===== src/rtl/lut_arbiter.sv =====
// Two-requester round-robin arbiter in front of a shared combinational lookup table.
// Ports: clk/reset, br_* and ld_* request/ack/data, lut_key/lut_addr to the table, key_err.
module lut_arbiter #(
  parameter int unsigned MAX_KEY = 30
) (
  input  logic       clk,
  input  logic       reset,
  input  logic       br_req,
  input  logic [7:0] br_key,
  output logic       br_ack,
  output logic [7:0] br_data,
  input  logic       ld_req,
  input  logic [7:0] ld_key,
  output logic       ld_ack,
  output logic [7:0] ld_data,
  output logic [7:0] lut_key,
  input  logic [7:0] lut_addr,
  output logic       key_err
);

  typedef enum logic [1:0] {
    IDLE,
    ACK_BR,
    ACK_LD
  } state_t;

  state_t state;
  logic   last_ld;
  logic   br_elig;
  logic   ld_elig;
  logic   win_br;
  logic   win_ld;
  logic   bad_key;

  // A requester is masked in its own ack cycle so a still-high
  // req is not served twice.
  always_comb begin
    br_elig = br_req && (state != ACK_BR);
    ld_elig = ld_req && (state != ACK_LD);
    win_br  = !reset && br_elig && (!ld_elig || last_ld);
    win_ld  = !reset && ld_elig && (!br_elig || !last_ld);
    lut_key = 8'h00;
    unique case (1'b1)
      win_br:  lut_key = br_key;
      win_ld:  lut_key = ld_key;
      default: lut_key = 8'h00;
    endcase
    bad_key = (32'(lut_key) > MAX_KEY);
  end

  always_ff @(posedge clk) begin
    if (reset) begin
      state   <= IDLE;
      last_ld <= 1'b1;
      br_ack  <= 1'b0;
      ld_ack  <= 1'b0;
      br_data <= 8'h00;
      ld_data <= 8'h00;
      key_err <= 1'b0;
    end else begin
      key_err <= (win_br || win_ld) && bad_key;
      if (win_br) begin
        state   <= ACK_BR;
        br_ack  <= 1'b1;
        ld_ack  <= 1'b0;
        br_data <= lut_addr;
        last_ld <= 1'b0;
      end else if (win_ld) begin
        state   <= ACK_LD;
        br_ack  <= 1'b0;
        ld_ack  <= 1'b1;
        ld_data <= lut_addr;
        last_ld <= 1'b1;
      end else begin
        state   <= IDLE;
        br_ack  <= 1'b0;
        ld_ack  <= 1'b0;
      end
    end
  end

endmodule

===== config.mk =====
export PLATFORM = sky130hd
export DESIGN_NAME = lut_arbiter
export DESIGN_NICKNAME = d
export VERILOG_FILES = /design/src/rtl/lut_arbiter.sv
export SDC_FILE = /design/constraint.sdc
export NUM_CORES = 1
export LEC_CHECK = 0
export ABC_AREA = 1
export BUFFER_PORTS_ARGS = -buffer_cell sky130_fd_sc_hd__buf_2
export CELL_PAD_IN_SITES_DETAIL_PLACEMENT = 2
export CELL_PAD_IN_SITES_GLOBAL_PLACEMENT = 2
export CORE_MARGIN = 10
export CORE_UTILIZATION = 19
export CTS_CLUSTER_SIZE = 30
export DETAILED_ROUTE_END_ITERATION = 16
export HOLD_SLACK_MARGIN = 0.03
export PLACE_DENSITY_LB_ADDON = 0.08
export SYNTH_ARGS = -nofsm -noshare
export SYNTH_HDL_FRONTEND = slang
export SYNTH_SLANG_ARGS = --single-unit

===== constraint.sdc =====
create_clock -name clk -period 1.4 [get_ports clk]
set_clock_uncertainty 0.1 [all_clocks]
set_input_delay 0.14 -clock clk [delete_from_list [all_inputs] [get_ports clk]]
set_output_delay 0.14 -clock clk [all_outputs]
set_load 0.005 [all_outputs]

Word-level counts from Yosys, hierarchy flattened. Index checks and enable logic that the tools add are counted.

Input port bits: 28. Output and inout bits: 27. Bits in registers: 22. Logic and storage cells: 36.

Mux-type cells: 7. Bitwise logic cells: 1. $lt $le $gt $ge: 1. Eq/ne operators: 2. Reduce and logical (&&, ||, !) cells: 17.

Operator list (count): case mux 8 bit (2 select lines) (1); greater-than comparator 8 x 5 -> 1 bit (second input constant) (1); logical AND 1 bit (7); two-way mux 1 bit (5); logical NOT 1 bit (4); logical OR 1 bit (3); two-way mux 2 bit (1); != test 2 x 1 -> 1 bit (second input constant) (1); != test 2 bit (second input constant) (1); AND reduction 2 bit (1); nonzero test 2 bit (1); OR reduction 2 bit (1); NOT 1 bit (1).

Depth between registers and ports, before layout. Gate-level depths: netlist (run 1).

Depth after elaboration: 8. Mapped depth: 11. Gate-level depth less buffers: 10.

Worst setup path after synthesis (run 1). No wires, ideal clock.

Path type: register to register. Start: register, netlist name ld_ack. End: register last_ld. Path buffers: 2. Setup time: 0.135 ns. Setup slack: 0.016 ns. Data required time: 1.165 ns. Arrival time: 1.149 ns. Stages on the path, launching flop included: 9. Period minus slack after synthesis: 1.384 ns. Cell sequence: dfxtp_1 -> inv_1 -> nand2_1 -> nand2_2 -> nor2_4 -> and2_1 -> buf_6 -> buf_6 -> o211ai_2.

RTL lines: end signal, assigned (RTL line 54) `last_ld <= 1'b1;`; end signal, assigned (RTL line 67) `last_ld <= 1'b0;`; end signal, assigned (RTL line 73) `last_ld <= 1'b1;`; end, declared (RTL line 28) `logic last_ld;`.

==> results.toml, run 1 <==
[clocking]
clk_latency_ns = 0.25
cts_tree = "built"
h-tree-depth = 1
clock-sinks = 20
clk_pin_slew_ns = 0.08
cts_inserted_buffers = 3
root_buffer = "clkbuf_8"
clk_path_buf_depth = 2

[grt]
grt.total_usage = 0.09330
grt.overflow.total = 0
grt_pass1_vias = 1169
antenna_found_initial = 0
grt_pass1_wl_microns = 5878
grt_max_degree = 18

[finish]
fin_nets = 233
fin_area_sq_mm = 0.001704
area_delta_synth_final_pct = 86.32
final_layout_size_suffix_gt1_frac = 0.5931
layout.cells.non_filler = 258
num-fill-cells = 550
antennaDiodeCount = 0

[power_and_ir_drop]
p_sw_mw = 0.4032
power_per_cell_area_mw_per_mm2 = 864.5
static-leakage-power_nw = 0.8664
ir_drop_mv = 0.3905
p_comb_frac = 0.267
seqPwrFrac = 0.434
swShare = 0.2737
clock_power_share = 0.299
intPower_mw = 1.070

[critical_path]
crit_type = "flop to output port"
cp.required_ns = 1.16
endpoint_kind = "output port"
cp_data_arrival_time_ns = 1.37
cp_max_fo = 7
critPathLaunchType = "flop"

[detailed_routing]
wirelength_microns = 3802
drc = 0
route.vias.total = 1103
dr.pass1.iters = 4
drtIter0Drc = 9
wl_per_cell_microns = 14.74
detail-route-antenna-nets = 0
avgViaCountPerCell = 4.275

[timing]
max-slew-margin-rel = 0.7923
setup_viol = 26
hold_viol = 0
grt_setup_unrepaired = "true"
fmax_mhz = 619.4
finalCriticalPeriod_ns = 1.615
holdWs_ns = 0.1054
setup_slack_ns = -0.2146
finalCritPeriodShare = 1.153
tightest_slew_ns = 0.3111
slew_violations = 0

[yosys]
synth.area.top_cells = "dfxtp_1, nand2_1, nand3_1, nand2_2, o21ai_1"
synth-seq-cells = 20
synth_nets = 151
ys_warn_count = 0
synth_top_area_cell = "dfxtp_1"
synth-seq-area-share = 0.4378
avgSynthCellArea_sq_um = 7.436
synth_cell_types = 16
synth_area_sq_um = 914.6
synthCells = 123
synth.top_cell.area_share = 0.4378

[placement]
hpwl_microns = 2920
placed_area_sq_mm = 0.001260
routabilityCongestion = 0.7123
io_buffer_count = 54
placed_cells = 233

[floorplan]
die_w_microns = 89.38
core_sq_mm = 0.004692
ios = 55
rows = 25
dieHeight_microns = 89.38
dieArea_sq_mm = 0.007989
start_util = 0.1949

[job]
max_cap_violations = 0

[run_status]
status = "finished with violations"
violations = "setup timing"

[min_path]
min_path_type = "primary input to flop"
[worst max-delay path, cell delays in order (launching register included)]
cell and delay, ns:
dfxtp_4 0.37, inv_2 0.04, nand2_2 0.06, buf_4 0.11, nand3_4 0.12, nand2_4 0.14, inv_4 0.05, nand2_2 0.05
nand2_2 0.06, buf_6 0.11
[path summary, 6_finish.rpt]
| check | end | startpoint | cells past startpoint | slack, ns |
|---|---|---|---|---|
| worst max register to register | key_err$_SDFF_PP0_ | br_ack$_SDFF_PP0_ | 13 | -0.13 |
| worst min register to register | ld_data[3]$_SDFFE_PP0P_ | ld_data[3]$_SDFFE_PP0P_ | 2 | 0.36 |
| worst max-delay path | lut_key[5] | ld_ack$_SDFF_PP0_ | 9 | -0.21 |
| worst min-delay path | key_err$_SDFF_PP0_ | br_key[5] | 5 | 0.11 |
[Yosys cell counts (all sizes together)]
library cell and n:
nand2 51, nand3 23, dfxtp 20, inv 9, o21ai 9, nor2 4
buf 3, and2 1, clkbuf 1, clkinv 1, o211ai 1
[layer usage]
metal,track usage,vias to the layer above,wire length (microns)
li1,-,552,-
met1,0.1010,517,1537
met2,0.1657,32,1922
met3,0.03737,2,324
met4,0.02168,0,17
met5,0,-,0
[sequential cells by signal, summed over array words and instances, names as in the netlist]
signal	cells
br_data	8
ld_data	8
br_ack	1
key_err	1
last_ld	1
ld_ack	1
[cell families after synthesis]
kind of cell	Yosys count	share of synthesized area
simple gates	79	0.4049
flops	20	0.4378
buf+inv	14	0.08207
compound gates	10	0.07524
[stage by stage]
stage          utilization   TNS, ns  worst slack (ns)  power, mW
2_1_floorplan            -         0           0.01601     0.7783
3_3_place_gp        0.2685  -0.08542          -0.02941     0.9207
3_5_place_dp        0.2685    -1.101          -0.09563     0.9287
4_1_cts             0.3237    -3.035           -0.2478      1.446
5_1_grt             0.3632    -4.576           -0.3069      1.580
6_report            0.3632    -2.042           -0.2146      1.473
[power groups by stage]
stage / Clock [mW] / Combinational, mW / Sequential, mW
after floorplan: 0 / 0.125 / 0.653
after global placement: 0 / 0.271 / 0.650
after detailed placement: 0 / 0.277 / 0.651
after global routing: 0.495 / 0.440 / 0.645
after CTS: 0.466 / 0.339 / 0.641
final: 0.440 / 0.393 / 0.640
[cells in the final DEF (no fill, tap or decap), drive strengths merged]
cell type,n
clkbuf,6
inv,10
dlygate4sd3,8
nand2,51
and2,1
nand3,23
o211ai,1
o21ai,9
dfxtp,20
nor2,4
buf,71
[layout make-up]
type	instances	area (sq um)	area share
tap	54	67.56	0.03965
inverter	10	40.04	0.02349
clock buffer	4	55.05	0.03231
multi-input combinational	89	549.3	0.3223
sequential	20	405.4	0.2379
timing repair buffer	81	586.8	0.3443
[repair_timing]
item | CTS | global route
gates cloned | 0 | 2
buffers inserted | 11 | 4
gates resized for setup | 18 | 32
setup endpoints to repair | 26 | 27
pin swaps | 9 | 8
endpoints found under the hold margin | 16 | 0
hold buffers | 8 | 0
Power figures use the tool's default switching activity.
==> run 2: changes to the inputs <==
Settings changed: CORE_MARGIN 10 to 2, CORE_UTILIZATION 19 to 20, CTS_BUF_LIST set to sky130_fd_sc_hd__clkbuf_2.
==> results.toml, run 2 (synthesis gave the netlist of run 1 again) <==
[critical_path]
cp_data_arrival_time_ns = 1.46
slowest_stage = "dfxtp_2"
critPathLaunchType = "flop"
path_cells = "inv_2 > nand2_4 > nand2_4 > nor2_4 > and2_4 > nand2_2 > nand2_2 > buf_2"
ff2ff_path_depth = 14
endpoint_kind = "output port"
crit_type = "flop to output port"
cp.required_ns = 1.16
r2r_slack_ns = -0.25
critPathBufInv = 2
r2r_end = "key_err$_SDFF_PP0_"
path_delay_family = "simple AND/OR/NAND/NOR gates"
cp_max_fo = 8
max_stage_delay_ns = 0.39
timing.rr.start = "br_ack$_SDFF_PP0_"

[power_and_ir_drop]
clock_power_share = 0.302
ir_drop_mv = 0.3922
power_mw = 1.420
swShare = 0.2698
seqPwrFrac = 0.452
intPower_mw = 1.037
power_per_cell_area_mw_per_mm2 = 909.1
static-leakage-power_nw = 0.8203
p_comb_frac = 0.246
p_sw_mw = 0.3830

[detailed_routing]
avgViaCountPerCell = 4.333
wl_per_cell_microns = 14.08
drc = 0
drtIter0Drc = 8
detail-route-antenna-nets = 0
route.vias.total = 1105
wirelength_microns = 3591
dr.pass1.iters = 4

[timing]
finalCritPeriodShare = 1.211
tightest_slew_ns = 0.3167
setup_viol = 19
setup_slack_ns = -0.2955
grt_setup_unrepaired = "true"
fmax_mhz = 589.8
max-slew-margin-rel = 0.7886
slew_violations = 0
hold_viol = 0
fin_tns_setup_ns = -3.967
finalCriticalPeriod_ns = 1.695

[placement]
hpwl_microns = 2494
routabilityCongestion = 0.8379
io_buffer_count = 54
place_ws_ns = -0.07071
placed_cells = 229

[floorplan]
ios = 55
dieHeight_microns = 71.63
dieArea_sq_mm = 0.005130
rows = 24
die_w_microns = 71.63
start_util = 0.2086
core_sq_mm = 0.004384

[finish]
mostFrequentLayoutCells = "buf_2, nand2_1, nand3_1, dfxtp_1, buf_4"
layout.cells.non_filler = 255
num-fill-cells = 529
antennaDiodeCount = 0
largestRegisters = "br_data (8), ld_data (8)"
multi_input_area_sq_um = 496.7
register_area_sq_um = 405.4
fin_nets = 232
area_delta_synth_final_pct = 70.73
final_common_cell = "buf_2"
final_layout_size_suffix_gt1_frac = 0.4975

[grt]
grt.total_usage = 0.1407
grt_pass1_wl_microns = 5671
antenna_found_initial = 0
grt.overflow.total = 0
grt_pass1_vias = 1209
grt_max_degree = 18

[job]
max_cap_violations = 0

[min_path]
hp-start = "ld_key[7]"
holdPathEnd = "key_err$_SDFF_PP0_"
min_path_type = "primary input to flop"
hold_depth = 7

[clocking]
clock-sinks = 20
clk_latency_ns = 0.30
root_buffer = "clkbuf_2"
cts_tree = "built"
cts_inserted_buffers = 3
clk_pin_slew_ns = 0.20
h-tree-depth = 1
clk_path_buf_depth = 2

[run_status]
violations = "setup timing"
status = "finished with violations"
==> run 2: changes by cell type in the layout (fill, tap and decap cells not counted), sizes merged <==
cell	previous run	this run
clkbuf	6	3
dlygate4sd3	8	10
bufinv	0	1
inv	10	9
buf	71	70
clkinv	0	1
==> run 2: what timing repair did <==
| action | 4_1_cts | 5_1_grt |
|---|---|---|
| cloned | 1 | 0 |
| buffers inserted | 8 | 4 |
| endpoints found under the hold margin | 17 | 0 |
| endpoints found under the setup margin | 26 | 27 |
| hold buffers | 10 | 0 |
| pin swaps | 7 | 12 |
| gates resized for setup | 15 | 11 |
==> run 2: area by class of cell <==
cell class | instances | share of cell area
clock inverter | 1 | 0.01923
multi-input combinational | 89 | 0.3181
timing repair buffer | 80 | 0.3261
tap | 52 | 0.04167
sequential | 20 | 0.2596
inverter | 10 | 0.02564
clock buffer | 3 | 0.009615
==> run 2: worst reg2reg max path: cells and delay by family, from the launching register on <==
| family | cells | cell delay [ns] |
|---|---|---|
| buf+inv | 6 | 0.59 |
| simple gates | 8 | 0.48 |
| flops | 1 | 0.40 |
==> run 2: per-layer routing <==
| layer | vias to the layer above | routed length [microns] | global-route usage |
|---|---|---|---|
| met1 | 515 | 1564 | 0.1788 |
| met5 | - | 0 | 0 |
| met2 | 34 | 1836 | 0.2531 |
| met4 | 0 | 19 | 0.03145 |
| met3 | 2 | 171 | 0.01828 |
| li1 | 554 | - | - |
==> run 2: through the flow <==
stage | hold slack (ns) | area, sq um | util
final | 0.1355 | 1562 | 0.3562
after global routing | 0.1510 | 1562 | 0.3562
after CTS | 0.1452 | 1494 | 0.3408
after detailed placement | 0.2583 | 1242 | 0.2834
after global placement | 0.2529 | 1242 | 0.2834
after floorplan | 0.1505 | 914.6 | -
==> run 2: worst max path at each step <==
stage                         endpoint         startpoint  depth (start not counted)
6_report                    lut_key[5]  ld_ack$_SDFF_PP0_                          8
5_1_grt                     lut_key[5]  ld_ack$_SDFF_PP0_                          8
4_1_cts                     lut_key[0]  br_ack$_SDFF_PP0_                          8
3_5_place_dp   br_data[4]$_SDFFE_PP0N_  ld_ack$_SDFF_PP0_                          8
3_3_place_gp      last_ld$_SDFFE_PP1P_  ld_ack$_SDFF_PP0_                          7
2_1_floorplan     last_ld$_SDFFE_PP1P_  ld_ack$_SDFF_PP0_                          8
==> run 2: power by group through the flow <==
stage	clock network [mW]	registers [mW]	logic [mW]
detailed placement	0	0.652	0.266
global placement	0	0.650	0.261
CTS	0.445	0.642	0.329
floorplan	0	0.653	0.125
finish	0.429	0.641	0.349
global route	0.476	0.648	0.387
==> run 3: changes to the inputs <==
--- a/config.mk
+++ b/config.mk
@@ -11,5 +11,5 @@
 export CELL_PAD_IN_SITES_GLOBAL_PLACEMENT = 2
 export CORE_MARGIN = 2
-export CORE_UTILIZATION = 20
+export CORE_UTILIZATION = 22
 export CTS_BUF_LIST = sky130_fd_sc_hd__clkbuf_2
 export CTS_CLUSTER_SIZE = 30
==> constraint.sdc (replaced) <==
create_clock -name clk -period 1.6 [get_ports clk]
set_clock_uncertainty 0.1 [all_clocks]
set_input_delay 0.08 -clock clk [delete_from_list [all_inputs] [get_ports clk]]
set_output_delay 0.08 -clock clk [all_outputs]
set_load 0.005 [all_outputs]
==> results.toml, run 3 (synthesis gave the netlist of run 1 again) <==
[finish]
fin_nets = 229
final_common_cell = "buf_2"
fin_area_sq_mm = 0.001499
mostFrequentLayoutCells = "buf_2, nand2_1, dfxtp_1"
largestRegisters = "br_data (8), ld_data (8)"
antennaDiodeCount = 0
area_delta_synth_final_pct = 63.89
layout.cells.non_filler = 249
utilization = 0.3747
final_layout_size_suffix_gt1_frac = 0.5176

[critical_path]
endpoint_kind = "flop"
cp_data_arrival_time_ns = 1.75
r2r_end = "br_data[6]$_SDFFE_PP0N_"
crit_type = "flop to flop"
r2r_slack_ns = -0.03
cp_max_fo = 12
cp.required_ns = 1.72
critPathLaunchType = "flop"
ff2ff_path_depth = 9
timing.rr.start = "br_ack$_SDFF_PP0_"

[clocking]
clock-sinks = 20
h-tree-depth = 1
cts_inserted_buffers = 3
cts_tree = "built"
root_buffer = "clkbuf_2"
clk_path_buf_depth = 2
clk_pin_slew_ns = 0.18
clk_latency_ns = 0.30

[floorplan]
core_sq_mm = 0.004000
start_util = 0.2287
ios = 55
dieHeight_microns = 68.48
die_w_microns = 68.48
rows = 23
dieArea_sq_mm = 0.004689

[timing]
slew_violations = 0
setup_slack_ns = -0.03211
fmax_mhz = 612.7
setup_viol = 7
max-slew-margin-rel = 0.7877
finalCriticalPeriod_ns = 1.632
grt_setup_unrepaired = "true"
finalCritPeriodShare = 1.020
hold_viol = 0
fin_tns_setup_ns = -0.1414
tightest_slew_ns = 0.3180

[detailed_routing]
drc = 0
route.vias.total = 1075
drtIter0Drc = 10
avgViaCountPerCell = 4.317
dr.pass1.iters = 3
detail-route-antenna-nets = 0
wl_per_cell_microns = 12.85
wirelength_microns = 3200

[power_and_ir_drop]
static-leakage-power_nw = 0.7860
power_per_cell_area_mw_per_mm2 = 701.3
ir_drop_mv = 0.3336

[placement]
placed_cells = 229
io_buffer_count = 54
hpwl_microns = 2478
routabilityCongestion = 0.7293
place_ws_ns = 0.04185
placed_area_sq_mm = 0.001255

[grt]
grt_max_degree = 18
grt.overflow.total = 0
grt.total_usage = 0.1423
antenna_found_initial = 0
grt_pass1_vias = 1141
grt_pass1_wl_microns = 4968

[run_status]
violations = "setup timing"
status = "finished with violations"

[min_path]
min_path_type = "primary input to flop"
holdPathEnd = "key_err$_SDFF_PP0_"
hold_depth = 6
hp-start = "br_key[5]"

[job]
max_cap_violations = 0
run 3: cell types whose count changed in the layout (fill, tap and decap cells not counted), sizes merged:
cell         delta
buf             -1
bufinv          -1
dlygate4sd3     -2
run 3: worst max path at each step:
stage / endpoint / depth (start not counted) / startpoint / slack [ns]
2_1_floorplan: last_ld$_SDFFE_PP1P_ / 8 / ld_ack$_SDFF_PP0_ / 0.22
3_3_place_gp: last_ld$_SDFFE_PP1P_ / 7 / ld_ack$_SDFF_PP0_ / 0.10
3_5_place_dp: br_data[6]$_SDFFE_PP0N_ / 8 / ld_ack$_SDFF_PP0_ / 0.04
4_1_cts: lut_key[5] / 8 / ld_ack$_SDFF_PP0_ / -0.10
5_1_grt: br_data[6]$_SDFFE_PP0N_ / 9 / br_ack$_SDFF_PP0_ / -0.17
6_report: br_data[6]$_SDFFE_PP0N_ / 9 / br_ack$_SDFF_PP0_ / -0.03
run 3: what timing repair did:
item | 4_1_cts | 5_1_grt
setup endpoints to repair | 9 | 15
pin swaps | 4 | 4
hold endpoints to repair | 16 | 0
buffers inserted | 3 | 6
gates resized for setup | 9 | 15
hold buffers | 8 | 0
run 3: worst max-delay path, cell delays in order, from the launching register on:
cell	delay, ns
dfxtp_2	0.39
inv_1	0.05
nand2_2	0.07
nand3_2	0.17
and2_4	0.23
buf_4	0.12
buf_4	0.13
buf_4	0.17
nand2_1	0.07
o21ai_1	0.05
run 3: where the power goes:
group	total, mW	leakage (nW)	internal, mW	switching (mW)
clock network	0.198	0.0125	0.0511	0.147
logic	0.294	0.608	0.150	0.144
registers	0.559	0.166	0.539	0.0199
run 3: layout make-up:
class | count | area [sq um]
repair buffers | 77 | 489.2
well taps | 50 | 62.56
inverters | 10 | 40.04
clock buffers | 3 | 15.01
fillers | 476 | 2501
multi-input cells | 89 | 489.2
flip-flops and latches | 20 | 402.9
run 3: stage by stage:
step / hold slack (ns) / total power [mW]
floorplan: 0.09050 / 0.6810
global placement: 0.1982 / 0.7989
detailed placement: 0.2016 / 0.8079
CTS: 0.05465 / 1.046
global route: 0.07827 / 1.135
finish: 0.08593 / 1.051
run 3: layer usage:
metal  vias up  global-route usage  wire length [microns]
met5         -                   0                      0
met4         0             0.06000                     24
met3         2             0.02138                    194
met2        30              0.2764                   1709
met1       501              0.1484                   1271
li1        542                   -                      -
